[src/rtl/key_press_classifier.sv]
// Per-key press classifier: turns debounced key levels into one-cycle
// short-press, long-press and double-click event pulses. A single shared
// divider produces the timing tick. Each key runs its own small FSM with an
// 8-bit tick counter.
module key_press_classifier #(
    parameter int N_KEYS     = 2,
    parameter int TICK_DIV   = 1_000_000,
    parameter int LONG_TICKS = 50,
    parameter int DBL_TICKS  = 15
) (
    input  logic              clk,
    input  logic              rst_n,
    input  logic [N_KEYS-1:0] key_lvl,
    output logic [N_KEYS-1:0] short_pulse,
    output logic [N_KEYS-1:0] long_pulse,
    output logic [N_KEYS-1:0] dbl_pulse,
    output logic              evt_any
);

    localparam int              TW       = (TICK_DIV > 1) ? $clog2(TICK_DIV) : 1;
    localparam logic [TW-1:0]   TICK_MAX = TW'(TICK_DIV - 1);
    // Thresholds are compared against cnt+1, held one bit wider than cnt.
    localparam logic [8:0]      LONG_CMP = 9'(LONG_TICKS);
    localparam logic [8:0]      DBL_CMP  = 9'(DBL_TICKS);

    typedef enum logic [2:0] {
        S_IDLE,
        S_PRESS1,
        S_WAIT2,
        S_PRESS2,
        S_LHOLD
    } state_t;

    logic [TW-1:0]     tick_cnt;
    logic              tick;
    logic [N_KEYS-1:0] short_d;
    logic [N_KEYS-1:0] long_d;
    logic [N_KEYS-1:0] dbl_d;

    // Free-running divider; tick marks the cycle on which it wraps.
    // NOTE: sequential state always uses non-blocking (<=) so every register
    // samples pre-edge values regardless of block evaluation order.
    always_ff @(posedge clk or negedge rst_n) begin
        if (!rst_n) begin
            tick_cnt <= '0;
        end else if (tick) begin
            tick_cnt <= '0;
        end else begin
            tick_cnt <= tick_cnt + 1'b1;
        end
    end

    assign tick = (tick_cnt == TICK_MAX);

    for (genvar k = 0; k < N_KEYS; k++) begin : g_key
        state_t     state_q;
        state_t     state_d;
        logic [7:0] cnt_q;
        logic [7:0] cnt_d;
        logic [8:0] cnt_p1;
        logic       short_nx;
        logic       long_nx;
        logic       dbl_nx;

        assign cnt_p1 = {1'b0, cnt_q} + 9'd1;

        // Next state, event strobes and tick counter for this key.
        // NOTE: every output gets a default before the case so no path can
        // leave one unassigned and infer a latch.
        always_comb begin
            state_d  = state_q;
            short_nx = 1'b0;
            long_nx  = 1'b0;
            dbl_nx   = 1'b0;
            case (state_q)
                S_IDLE: begin
                    if (!key_lvl[k]) state_d = S_PRESS1;
                end
                S_PRESS1: begin
                    // The long threshold takes precedence over a release on the same edge.
                    if (tick && cnt_p1 == LONG_CMP) begin
                        long_nx = 1'b1;
                        state_d = key_lvl[k] ? S_IDLE : S_LHOLD;
                    end else if (key_lvl[k]) begin
                        state_d = S_WAIT2;
                    end
                end
                S_WAIT2: begin
                    // A second press beats the gap expiring on the same edge.
                    if (!key_lvl[k]) begin
                        dbl_nx  = 1'b1;
                        state_d = S_PRESS2;
                    end else if (tick && cnt_p1 == DBL_CMP) begin
                        short_nx = 1'b1;
                        state_d  = S_IDLE;
                    end
                end
                S_PRESS2, S_LHOLD: begin
                    if (key_lvl[k]) state_d = S_IDLE;
                end
                default: state_d = S_IDLE;
            endcase

            if (state_d != state_q) begin
                cnt_d = '0;
            end else if (tick && cnt_q != 8'hFF) begin
                cnt_d = cnt_q + 8'd1;
            end else begin
                cnt_d = cnt_q;
            end
        end

        // State and tick-count registers for this key.
        always_ff @(posedge clk or negedge rst_n) begin
            if (!rst_n) begin
                state_q <= S_IDLE;
                cnt_q   <= '0;
            end else begin
                state_q <= state_d;
                cnt_q   <= cnt_d;
            end
        end

        assign short_d[k] = short_nx;
        assign long_d[k]  = long_nx;
        assign dbl_d[k]   = dbl_nx;
    end

    // Register the event strobes so each pulse is glitch-free and one cycle wide.
    always_ff @(posedge clk or negedge rst_n) begin
        if (!rst_n) begin
            short_pulse <= '0;
            long_pulse  <= '0;
            dbl_pulse   <= '0;
            evt_any     <= 1'b0;
        end else begin
            short_pulse <= short_d;
            long_pulse  <= long_d;
            dbl_pulse   <= dbl_d;
            evt_any     <= |{short_d, long_d, dbl_d};
        end
    end

endmodule

[config.mk]
export PLATFORM = sky130hd
export DESIGN_NAME = key_press_classifier
export DESIGN_NICKNAME = d
export VERILOG_FILES = /design/src/rtl/key_press_classifier.sv
export SDC_FILE = /design/constraint.sdc
export NUM_CORES = 1
export LEC_CHECK = 0
export ABC_AREA = 1
export BUFFER_PORTS_ARGS = -buffer_cell sky130_fd_sc_hd__buf_2
export CELL_PAD_IN_SITES_DETAIL_PLACEMENT = 0
export CELL_PAD_IN_SITES_GLOBAL_PLACEMENT = 2
export CORE_ASPECT_RATIO = 1.25
export CORE_UTILIZATION = 30
export DETAILED_ROUTE_END_ITERATION = 16
export GPL_ROUTABILITY_DRIVEN = 0
export PLACE_DENSITY = 0.81
export SKIP_CTS_REPAIR_TIMING = 1
export SYNTH_ARGS = -nofsm -noshare
export SYNTH_HDL_FRONTEND = slang
export SYNTH_SLANG_ARGS = --single-unit
[constraint.sdc]
create_clock -name clk -period 1.65 [get_ports clk]
set_input_delay 0.165 -clock clk [delete_from_list [all_inputs] [get_ports clk]]
set_output_delay 0.165 -clock clk [all_outputs]
set_load 0.05 [all_outputs]
==> results by group <==
Timing
  • Final Setup Violations: 24
  • Final Max Tran Viols: 0
  • Final hold vios: 0
  • Slew headroom: between 60% and 70%
  • Fmax: 527 MHz
  • Crit path time final: 1900 ps
  • Slew @ Worst Pin: 471 ps
  • Fin crit share: 115%
  • Final Skew: 8.80 ps
  • Unrepaired setup endpoints after global routing: true
  • Setup slack after layout: -247 ps
  • Hold slack: 137 ps

Detailed routing
  • DR WL/cell: 11.7 microns
  • Wirelength, routed: 7.60 mm
  • Post-route ant nets: 0
  • DR pass1 iterations: 4
  • Vias/cell: 4.45
  • DRC: 0
  • Vias: ~2900
  • Initial drt markers: 61

Synthesis
  • FFs w/ async S/R, synth: 100%
  • Cell count after synthesis: 418
  • Yosys reg bits: roughly 50
  • Post-synth EDFFs: 0
  • Post-Syn Nets: 429
  • Sequential fraction of the synthesis area: 38.0%
  • Synth unique cells: 39
  • Syn avg cell area: 7.72 sq um
  • Most used DFF post-synth: dfrtp_1
  • Syn Std Cell Area: 3230 sq um
  • Synth warnings: 0

GRT
  • GRT Total Usage: between 10 and 15%
  • GR Util met1: 17.2%
  • Vias in the first global route: 2870
  • Met3 GRT Util: 2.00%
  • Largest net degree at the start of global routing: 32
  • First-pass GRT wire length: 13.0 mm
  • Initial antenna violation count: 0
  • GR Util met2: 26.4%
  • Grt total ovfl: 0
  • GRT busiest layer: met2

Clocking
  • H-tree depth: 2
  • CTS Sinks: 49
  • Clk Latency, worst-skew pair: 290 ps
  • Clock transition at path regs: 70 ps
  • Clock buffer depth: 2
  • CTS Root Buffer Type: clkbuf_16
  • Clock tree from TritonCTS: yes
  • Cts bufs inserted: 5

Worst setup path
  • Reg-to-Reg Start: tick_cnt[0]$_DFF_PN0_
  • Origin of the worst setup path: tick_cnt[0]$_DFF_PN0_
  • Worst setup EP type: register
  • Critical path type: register to register
  • Startpoint types: register
  • Data required, critical path: 1830 ps
  • Crit path DAT: 2080 ps
  • Top fanout value on the critical path: 8

Final layout
  • Layout cell share with drive strength beyond 1: 43.1%
  • Post-layout nets: 528
  • Antenna Cells: 0
  • Design Area, Final: around 4600 sq um
  • Area Growth Syn to Fin: 43.0%
  • Finished Core Util: a little over two fifths

Outcome
  • Failing checks: negative setup slack
  • Status: complete, but fails checks

Power
  • Max VDD drop: 0.000638 V
  • Power Dens Cells: 750 nW/um^2
  • Lkg Pwr: 2.14 nW

Floorplanning
  • Die area: 11200 sq um
  • Die Span X: approximately 95 microns
  • Die Ht: 118 microns
  • I/O pin cnt: 11
  • Core ar.: approximately 11000 sq um
  • Initial Util: a little under a third
  • Standard-cell row count: 42

Place
  • Cell Area, Placed: 3990 sq um
  • HPWL Detailed: around 5.7 mm
  • Number of port buffers: 10

Job
  • Max-cap violation count: 0

Worst hold path
  • Hold path start: key_lvl[1]
  • Hold Crit Class: input port to register
==> logic make-up after synthesis <==
kind of cell	Yosys count	share of synthesized area [%]
fa+ha+maj	7	2.71
flops	49	38.0
simple gates	231	39.0
compound gates	38	7.64
xor+xnor	11	2.98
buf+inv	82	9.73
==> critical path, cell delays in order (launching register included) <==
cell	delay (ps)
dfrtp_1	400
ha_4	170
nand3_4	100
nor2_8	150
buf_6	120
nand4_1	170
nor2_4	170
nand3_2	110
nand2_2	110
o21ai_4	70
nand3_4	160
nor2_2	40
==> synth_stat cells (3+ instances only) <==
| library cell | count | area, sq um |
|---|---|---|
| nand2_1 | 91 | 342 |
| inv_1 | 73 | 274 |
| dfrtp_1 | 49 | 1230 |
| nor2_1 | 42 | 158 |
| nand3_1 | 19 | 95.1 |
| nor2_2 | 16 | 100 |
| nand2_2 | 15 | 93.8 |
| o21ai_0 | 15 | 75.1 |
| nor3_2 | 9 | 90.1 |
| a21oi_1 | 8 | 40.0 |
| nand3_2 | 8 | 80.1 |
| xor2_1 | 8 | 70.1 |
| ha_1 | 7 | 87.6 |
| nand4_1 | 6 | 37.5 |
| nor2_4 | 6 | 67.6 |
| nor3_1 | 6 | 30.0 |
| inv_2 | 4 | 15.0 |
| nor4_1 | 4 | 25.0 |
| nand3_4 | 3 | 52.6 |
| o211ai_1 | 3 | 22.5 |
| xnor2_1 | 3 | 26.3 |
==> final timing paths <==
check | endpoint | slack (ps) | cells past startpoint
worst max register to register | g_key[1].cnt_q[7]$_DFFE_PN0P_ | -250 | 11
worst min-delay path | dbl_pulse[1]$_DFF_PN0_ | 140 | 2
min in group asynchronous | tick_cnt[16]$_DFF_PN0_ | 360 | 2
max in group asynchronous | g_key[1].cnt_q[0]$_DFFE_PN0P_ | 750 | 3
worst max-delay path | g_key[1].cnt_q[7]$_DFFE_PN0P_ | -250 | 11
worst min register to register | tick_cnt[18]$_DFF_PN0_ | 550 | 2
==> placed cells by master, fill, tap and decap left out, types with 3 or more instances in the layout <==
master / count
nand2_1: 73
inv_1: 68
buf_4: 67
dfrtp_1: 47
nor2_1: 32
nand2_2: 32
nor2_4: 16
nor2_2: 16
nand3_1: 15
o21ai_0: 15
buf_6: 15
nor3_2: 11
buf_2: 10
inv_2: 8
nand3_2: 8
xor2_1: 8
nand3_4: 7
a21oi_1: 7
nand4_1: 6
clkbuf_16: 5
nor3_1: 4
ha_1: 4
a21oi_2: 3
o211ai_1: 3
ha_4: 3
==> sequential cells by signal (all words and copies together) (netlist names) <==
register,count
tick_cnt,20
g_key.cnt_q,16
g_key.state_q,6
dbl_pulse,2
long_pulse,2
short_pulse,2
evt_any,1
==> metrics by stage <==
stage | total power (W) | worst slack (ps) | TNS (ps) | instances
2_1_floorplan | 0.00191 | -72.0 | -1100 | 418
3_3_place_gp | 0.00215 | -243 | -3950 | 627
3_5_place_dp | 0.00216 | -306 | -4790 | 627
4_1_cts | 0.00341 | -314 | -5140 | 635
5_1_grt | 0.00365 | -410 | -8260 | 650
6_report | 0.00346 | -247 | -4480 | 650
==> routing by layer <==
metal  routed length (microns)  part of all wire [%]
met1                      3260                    43
met2                      4050                    53
met3                       119                   1.6
met4                       172                   2.3
met5                         0                     0
==> where the power goes <==
part | total, W | switching (W) | internal (W)
sequential | 0.00130 | 0.0000370 | 0.00126
combinational | 0.000936 | 0.000603 | 0.000333
clock | 0.00122 | 0.000468 | 0.000757
total | 0.00346 | 0.00111 | 0.00235
==> layout make-up <==
cell class	count	area, sq um
fill	1054	5890
clock inverter	2	37.5
sequential	49	1230
inverter	78	295
tap	132	165
multi-input combinational	287	1960
clock buffer	6	139
timing repair buffer	96	787
Power figures use the tool's default switching activity.
